### src/rtl/vector_reduce_pkg.sv
// Shared state encoding and default parameters for vector_reduce, its integration top and its bench.
package vector_reduce_pkg;

  typedef enum logic [0:0] {
    S_ACC   = 1'b0,
    S_WRITE = 1'b1
  } state_t;

  localparam int DEF_DATA_WIDTH  = 32;
  localparam int DEF_VECTOR_SIZE = 64;
  localparam int DEF_CNT_WIDTH   = 16;

endpackage

### src/rtl/vector_reduce.sv
// Sums VECTOR_SIZE popped elements into one scalar; result write is offered the cycle after the last pop.
// Stalls on upstream empty or result full; `VECTOR_REDUCE_SAT_EN` selects saturating accumulation with sticky overflow.
module vector_reduce
  import vector_reduce_pkg::*;
#(
  parameter int DATA_WIDTH  = DEF_DATA_WIDTH,
  parameter int VECTOR_SIZE = DEF_VECTOR_SIZE,
  parameter int CNT_WIDTH   = DEF_CNT_WIDTH
) (
  input  logic                  clock,
  input  logic                  reset,
  input  logic                  in_empty,
  output logic                  in_rd_en,
  input  logic [DATA_WIDTH-1:0] in_dout,
  input  logic                  out_full,
  output logic                  out_wr_en,
  output logic [DATA_WIDTH-1:0] out_din,
  output logic [CNT_WIDTH-1:0]  vec_count,
  output logic                  overflow
);

  localparam int ECW = $clog2(VECTOR_SIZE + 1);

  state_t                state_q, state_d;
  logic [DATA_WIDTH-1:0] acc_q, acc_d;
  logic [ECW-1:0]        elem_cnt_q, elem_cnt_d;
  logic [CNT_WIDTH-1:0]  vec_count_q, vec_count_d;

`ifdef VECTOR_REDUCE_SAT_EN
  logic                  ovf_q, ovf_d;
  logic [DATA_WIDTH:0]   sum;
`endif

  always_comb begin
    state_d     = state_q;
    acc_d       = acc_q;
    elem_cnt_d  = elem_cnt_q;
    vec_count_d = vec_count_q;
    in_rd_en    = 1'b0;
    out_wr_en   = 1'b0;
`ifdef VECTOR_REDUCE_SAT_EN
    ovf_d       = ovf_q;
    sum         = {1'b0, acc_q} + {1'b0, in_dout};
`endif
    unique case (state_q)
      S_ACC: begin
        in_rd_en = !in_empty;
        if (in_rd_en) begin
`ifdef VECTOR_REDUCE_SAT_EN
          // A carry pins the accumulator at all-ones for the rest of the vector.
          if (sum[DATA_WIDTH]) begin
            acc_d = {DATA_WIDTH{1'b1}};
            ovf_d = 1'b1;
          end else begin
            acc_d = sum[DATA_WIDTH-1:0];
          end
`else
          acc_d = acc_q + in_dout;
`endif
          if (elem_cnt_q == ECW'(VECTOR_SIZE - 1)) begin
            elem_cnt_d = '0;
            state_d    = S_WRITE;
          end else begin
            elem_cnt_d = elem_cnt_q + ECW'(1);
          end
        end
      end
      S_WRITE: begin
        out_wr_en = !out_full;
        if (out_wr_en) begin
          acc_d       = '0;
          vec_count_d = vec_count_q + CNT_WIDTH'(1);
          state_d     = S_ACC;
`ifdef VECTOR_REDUCE_SAT_EN
          ovf_d       = 1'b0;
`endif
        end
      end
      default: state_d = S_ACC;
    endcase
  end

  always_ff @(posedge clock) begin
    if (reset) begin
      state_q     <= S_ACC;
      acc_q       <= '0;
      elem_cnt_q  <= '0;
      vec_count_q <= '0;
    end else begin
      state_q     <= state_d;
      acc_q       <= acc_d;
      elem_cnt_q  <= elem_cnt_d;
      vec_count_q <= vec_count_d;
    end
  end

`ifdef VECTOR_REDUCE_SAT_EN
  always_ff @(posedge clock) begin
    if (reset) ovf_q <= 1'b0;
    else       ovf_q <= ovf_d;
  end
  assign overflow = ovf_q;
`else
  assign overflow = 1'b0;
`endif

  assign out_din   = acc_q;
  assign vec_count = vec_count_q;

endmodule

### config.mk
export PLATFORM = sky130hd
export DESIGN_NAME = vector_reduce
export DESIGN_NICKNAME = d
export VERILOG_FILES = /design/src/rtl/vector_reduce_pkg.sv /design/src/rtl/vector_reduce.sv
export SDC_FILE = /design/constraint.sdc
export NUM_CORES = 1
export LEC_CHECK = 0
export ABC_AREA = 1
export CAP_MARGIN = 20
export CORE_MARGIN = 2
export CORE_UTILIZATION = 40
export CTS_BUF_LIST = sky130_fd_sc_hd__clkbuf_4
export CTS_CLUSTER_DIAMETER = 40
export DETAILED_ROUTE_END_ITERATION = 7
export PLACE_DENSITY = 0.69
export SLEW_MARGIN = 20
export SYNTH_ARGS = -nofsm -noshare
export SYNTH_HDL_FRONTEND = slang
export SYNTH_SLANG_ARGS = --single-unit
### constraint.sdc
create_clock -name clock -period 2.5 [get_ports clock]
set_input_delay 0.25 -clock clock [delete_from_list [all_inputs] [get_ports clock]]
set_output_delay 0.25 -clock clock [all_outputs]
set_load 0.1 [all_outputs]
# --- Word level (Yosys, flattened, before mapping) ---
# Cells that the tools add are included.
# W data, S select, Z words.
classes:
  addsub: 3
  n_eq_ne: 3
  n_mux: 10
  bitwise_logic: 3
  reduce_logical: 5
op_table:
  columns: ["op", "n"]
  rows:
  - ["$mux W32", 2]
  - ["$pmux W32 S2", 1]
  - ["$add A32 B32 Y32", 1]
  - ["$add A16 B1 Y16 const B", 1]
  - ["$add A7 B1 Y7 const B", 1]
  - ["$eq A7 B6 Y1 const B", 1]
  - ["$mux W7", 1]
  - ["$reduce_and A2 Y1", 3]
  - ["$mux W1", 5]
  - ["$ne A2 B2 Y1 const B", 2]
  - ["$not A1 Y1", 3]
  - ["$logic_not A1 Y1", 2]
  - ["$pmux W1 S2", 1]
word_totals:
  regBits: 56
  out_inout_bits: 51
  elab_cells: 28

# --- Depth between registers and ports, before layout ---
logic_depth:
  ltp_word: 4
  depth_mapped: 13

# --- Least setup slack after synthesis ---
# Ideal clock, no wire load.
synth_timing:
  kind: "flip-flop to flip-flop"
  startpoint: "reg acc_q[0], in the netlist out_din[0]"
  endpoint: "reg acc_q[28], in the netlist out_din[28]"
  setup_ns: 0.071
  arrival_ns: 2.495
  setup_slack_ns: -0.065
  stages_incl_launch_ff: 13
  path_buffers: 0
  synth_period_minus_slack_ns: 2.565
  cell_sequence: "dfxtp_1 ha_1 inv_1 fa_1 inv_1 nand3_1 nand3_1 nand3_1 nand3_1 nand2_1 nand3_1 nand3_1 a21oi_1"
synth_between:
  elab_chain_len: 3
synth_rtl:
  columns: ["element", "line_no", "rtl"]
  rows:
  - ["start, declared", "vector_reduce.sv:25", "logic [DATA_WIDTH-1:0] acc_q, acc_d;"]
  - ["start signal, assigned", "vector_reduce.sv:86", "acc_q <= '0;"]
  - ["start signal, assigned", "vector_reduce.sv:91", "acc_q <= acc_d;"]
  - ["$add A32 B32 Y32", "vector_reduce.sv:58", "acc_d = acc_q + in_dout;"]
  - ["$mux W32", "vector_reduce.sv:48", "if (in_rd_en) begin"]
  - ["$pmux W32 S2", "vector_reduce.sv:45", "unique case (state_q)"]
# Every way passes these cells. The select of a mux whose other input is x is not followed.
# A chain may end at the register's enable or synchronous reset.

# --- Final worst setup path ---
# Ends and elaborated chain as after synthesis.

==> impl_metrics.py <==
metrics = {
    "pwr": {
        "power.density_mw_per_mm2": 521.6,
        "ir_drop_v": 0.0002937,
        "p_total_uw": 2883,
        "power_frac_seq_pct": 35.0,
        "p_sw_uw": 1405,
        "p_leak_uw": 0.002903,
        "clkPwrFrac_pct": 16.2,
        "p_int_uw": 1477,
        "swShare_pct": 48.75,
        "power.share.combinational_pct": 48.8,
    },
    "routing": {
        "wl_per_cell_um": 12.08,
        "ant_nets": 0,
        "drt-vias-per-instance": 4.765,
        "firstDrtPassIters": 5,
        "drcViolationCount": 0,
        "totalWireLength_um": 12210,
        "drt-initial-drc-count": 237,
        "vias": 4817,
    },
    "floorplanning": {
        "core_area_mm2": 0.01098,
        "die_h_um": 110.7,
        "io_pins": 87,
        "dieArea_mm2": 0.01225,
        "die_w_um": 110.7,
        "core.rowCount": 38,
        "initial_core_util_pct": 41.44,
    },
    "clock_tree": {
        "clockBufferDepth": 2,
        "worstSkewPairLatency_ns": 0.43,
        "path_clk_slew_ns": 0.18,
        "post_cts_resized": 0,
        "cts.htree.levels": 2,
        "cts_hold_buf": 0,
        "cts-root-buf": "clkbuf_4",
        "clock_sinks": 56,
        "cts_inserted_buffers": 5,
        "cts_setup_buffers": 0,
        "tritoncts": "yes",
    },
    "synth": {
        "syn_area_mm2": 0.004552,
        "ys_seq_elements": 56,
        "synthCells": 785,
        "ys_types": 36,
        "avgSynthCellArea_um2": 5.799,
        "synth.yosys.warnings": 0,
        "synth-seq-area-share_pct": 24.63,
        "syn_nets": 855,
    },
    "worst_setup_path": {
        "start_kind": "flip-flop",
        "r2r_setup_slack_ns": 0.48,
        "worst-path-buf-inv": 2,
        "crit_chain": "ha_1, inv_1, fa_1, inv_1, nand3_1, nand3_1, nand3_1, nand3_1, nand2_1, nand3_1, nand3_1, a21oi_1",
        "crit_arrival_ns": 2.38,
        "crit_top_cell": "nand3_1",
        "worstReg2RegStart": "out_din[0]",
        "slowest_stage": "dfxtp_2",
        "rr_endpoint": "out_din[28]",
        "critPathTopFamily": "simple AND/OR/NAND/NOR gates",
        "end_kind": "flip-flop",
        "crit_type": "reg -> reg",
        "ff2ff_path_depth": 12,
        "cp-startpoint": "out_din[0]",
        "slowest_delay_ns": 0.37,
        "path_max_fanout": 5,
        "required_ns": 2.87,
    },
    "sta": {
        "finalSetupViolCount": 0,
        "fin_crit_sh_pct": 80.61,
        "setup_tns_ns": 0,
        "finalHoldViolCount": 0,
        "fin_crit_ns": 2.015,
        "drv_slew": 0,
        "rsz0062_at_grt": "no",
        "fmax_mhz": 496.2,
        "skew_ns": 0.01771,
        "setup_ws_ns": 0.4847,
    },
    "grt": {
        "antenna_found_initial": 0,
        "grt_pass1_vias": 4372,
        "overflow": 0,
        "grt_max_degree": 29,
        "track_usage_pct": 20.11,
        "grt_pass1_wl_um": 20680,
    },
    "final_layout": {
        "num-nets-final": 940,
        "antennaDiodeCount": 0,
        "mostFrequentLayoutCells": "nand2_1, inv_1, a21oi_1",
        "layout-drive-gt1-share_pct": 9.529,
        "syn2layout_area_growth_pct": 21.41,
        "fin_cells": 1011,
        "utilization_pct": 50.32,
        "layout_commonest_cell": "nand2_1",
    },
    "place": {
        "hpwl_um": 9760,
        "gp_congestion": 0.9383,
        "dpl_worst_slack_ns": 0.1287,
        "dp.cells": 1003,
        "port_buffers": 85,
    },
    "hold_path": {
        "min_delay_worst_endpoint": "elem_cnt_q[4]",
        "hp-class": "reg -> reg",
        "min_from": "elem_cnt_q[4]",
        "whs_path_depth": 2,
    },
    "job": {
        "max_cap_violations": 0,
    },
    "status": {
        "outcome": "finished clean",
    },
}
worst reg2reg max path, delay by kind of cell (launching register included):
kind	cells	cell delay [ns]
buffers and inverters	2	0.19
adders and majority gates	2	0.51
DFF	1	0.37
AOI/OAI and AO/OA	1	0.13
and+or+nand+nor	7	0.76
cell type report:
class / count / area, µm²
clock inverter: 3 / 25.02
timing repair buffer: 92 / 790.8
fill: 1193 / 5456
sequential: 56 / 1122
tap: 140 / 175.2
clock buffer: 5 / 37.54
inverter: 148 / 555.5
multi-input combinational: 567 / 2820
metal layers:
| metal | share of wire, % | vias to the layer above | wire length [µm] | track usage (%) |
|---|---|---|---|---|
| li1 | - | 2612 | - | - |
| met1 | 49 | 2076 | 5980 | 28.00 |
| met2 | 44 | 112 | 5329 | 32.35 |
| met3 | 5.3 | 17 | 646 | 3.007 |
| met4 | 2.1 | 0 | 256 | 5.750 |
| met5 | 0 | - | 0 | 0 |
state kept, by name (all words and copies together), names as in the netlist:
register / flops
elem_cnt_q: 7
state_q: 1
out_din: 32
vec_count: 16
cells by family after synthesis:
kind of cell	count (synthesis)	synth area share, %
xor gates and xnor gates	4	0.7698
other	1	0.08238
buffers and inverters	162	13.47
AOI/OAI and AO/OA	109	12.53
and+or+nand+nor	419	39.01
DFF	56	24.63
adders and majority gates	34	9.511
per-stage QoR:
step	hold WS (ns)	instance area (µm²)
6_report	0.4623	5527
5_1_grt	0.4819	5527
4_1_cts	0.4638	5527
3_5_place_dp	0.4399	5464
3_3_place_gp	0.4446	5464
2_1_floorplan	0.3985	4553
synthesized netlist by cell type, drive strengths merged:
cell type / n / area share, %
a31oi: 1 / 0.14
inv: 148 / 12
nor3: 7 / 0.77
a211oi: 2 / 0.33
dfxtp: 56 / 25
xor2: 3 / 0.58
nor2: 69 / 6.6
nor3b: 1 / 0.27
nand2: 276 / 23
buf: 2 / 0.27
ha: 33 / 9.1
conb: 1 / 0.082
fa: 1 / 0.44
and2: 2 / 0.27
nand3: 49 / 5.8
o22ai: 1 / 0.14
clkbuf: 12 / 0.99
a21oi: 76 / 8.4
nand3b: 5 / 0.82
or2: 2 / 0.27
o21bai: 2 / 0.33
o21ai: 22 / 2.4
o21a: 2 / 0.33
xnor2: 1 / 0.19
o211ai: 1 / 0.16
nand4: 8 / 1.4
a21o: 2 / 0.33
worst max path at each step:
| stage | endpoint | slack [ns] | depth (start not counted) |
|---|---|---|---|
| after detailed placement | out_din[28] | 0.13 | 13 |
| after global routing | out_din[22] | 0.23 | 12 |
| final | out_din[28] | 0.48 | 12 |
| after CTS | out_din[28] | 0.50 | 12 |
| after floorplan | out_din[28] | 0.03 | 11 |
| after global placement | out_din[28] | 0.16 | 14 |
power groups by stage:
stage	sequential, µW	combinational, µW	clock, µW
final	1010	1410	467
after detailed placement	1030	1400	0
after global routing	1020	1540	525
after CTS	1010	1410	485
after floorplan	1430	646	0
after global placement	1030	1400	0
No activity file was read; power rests on OpenSTA's default activity.
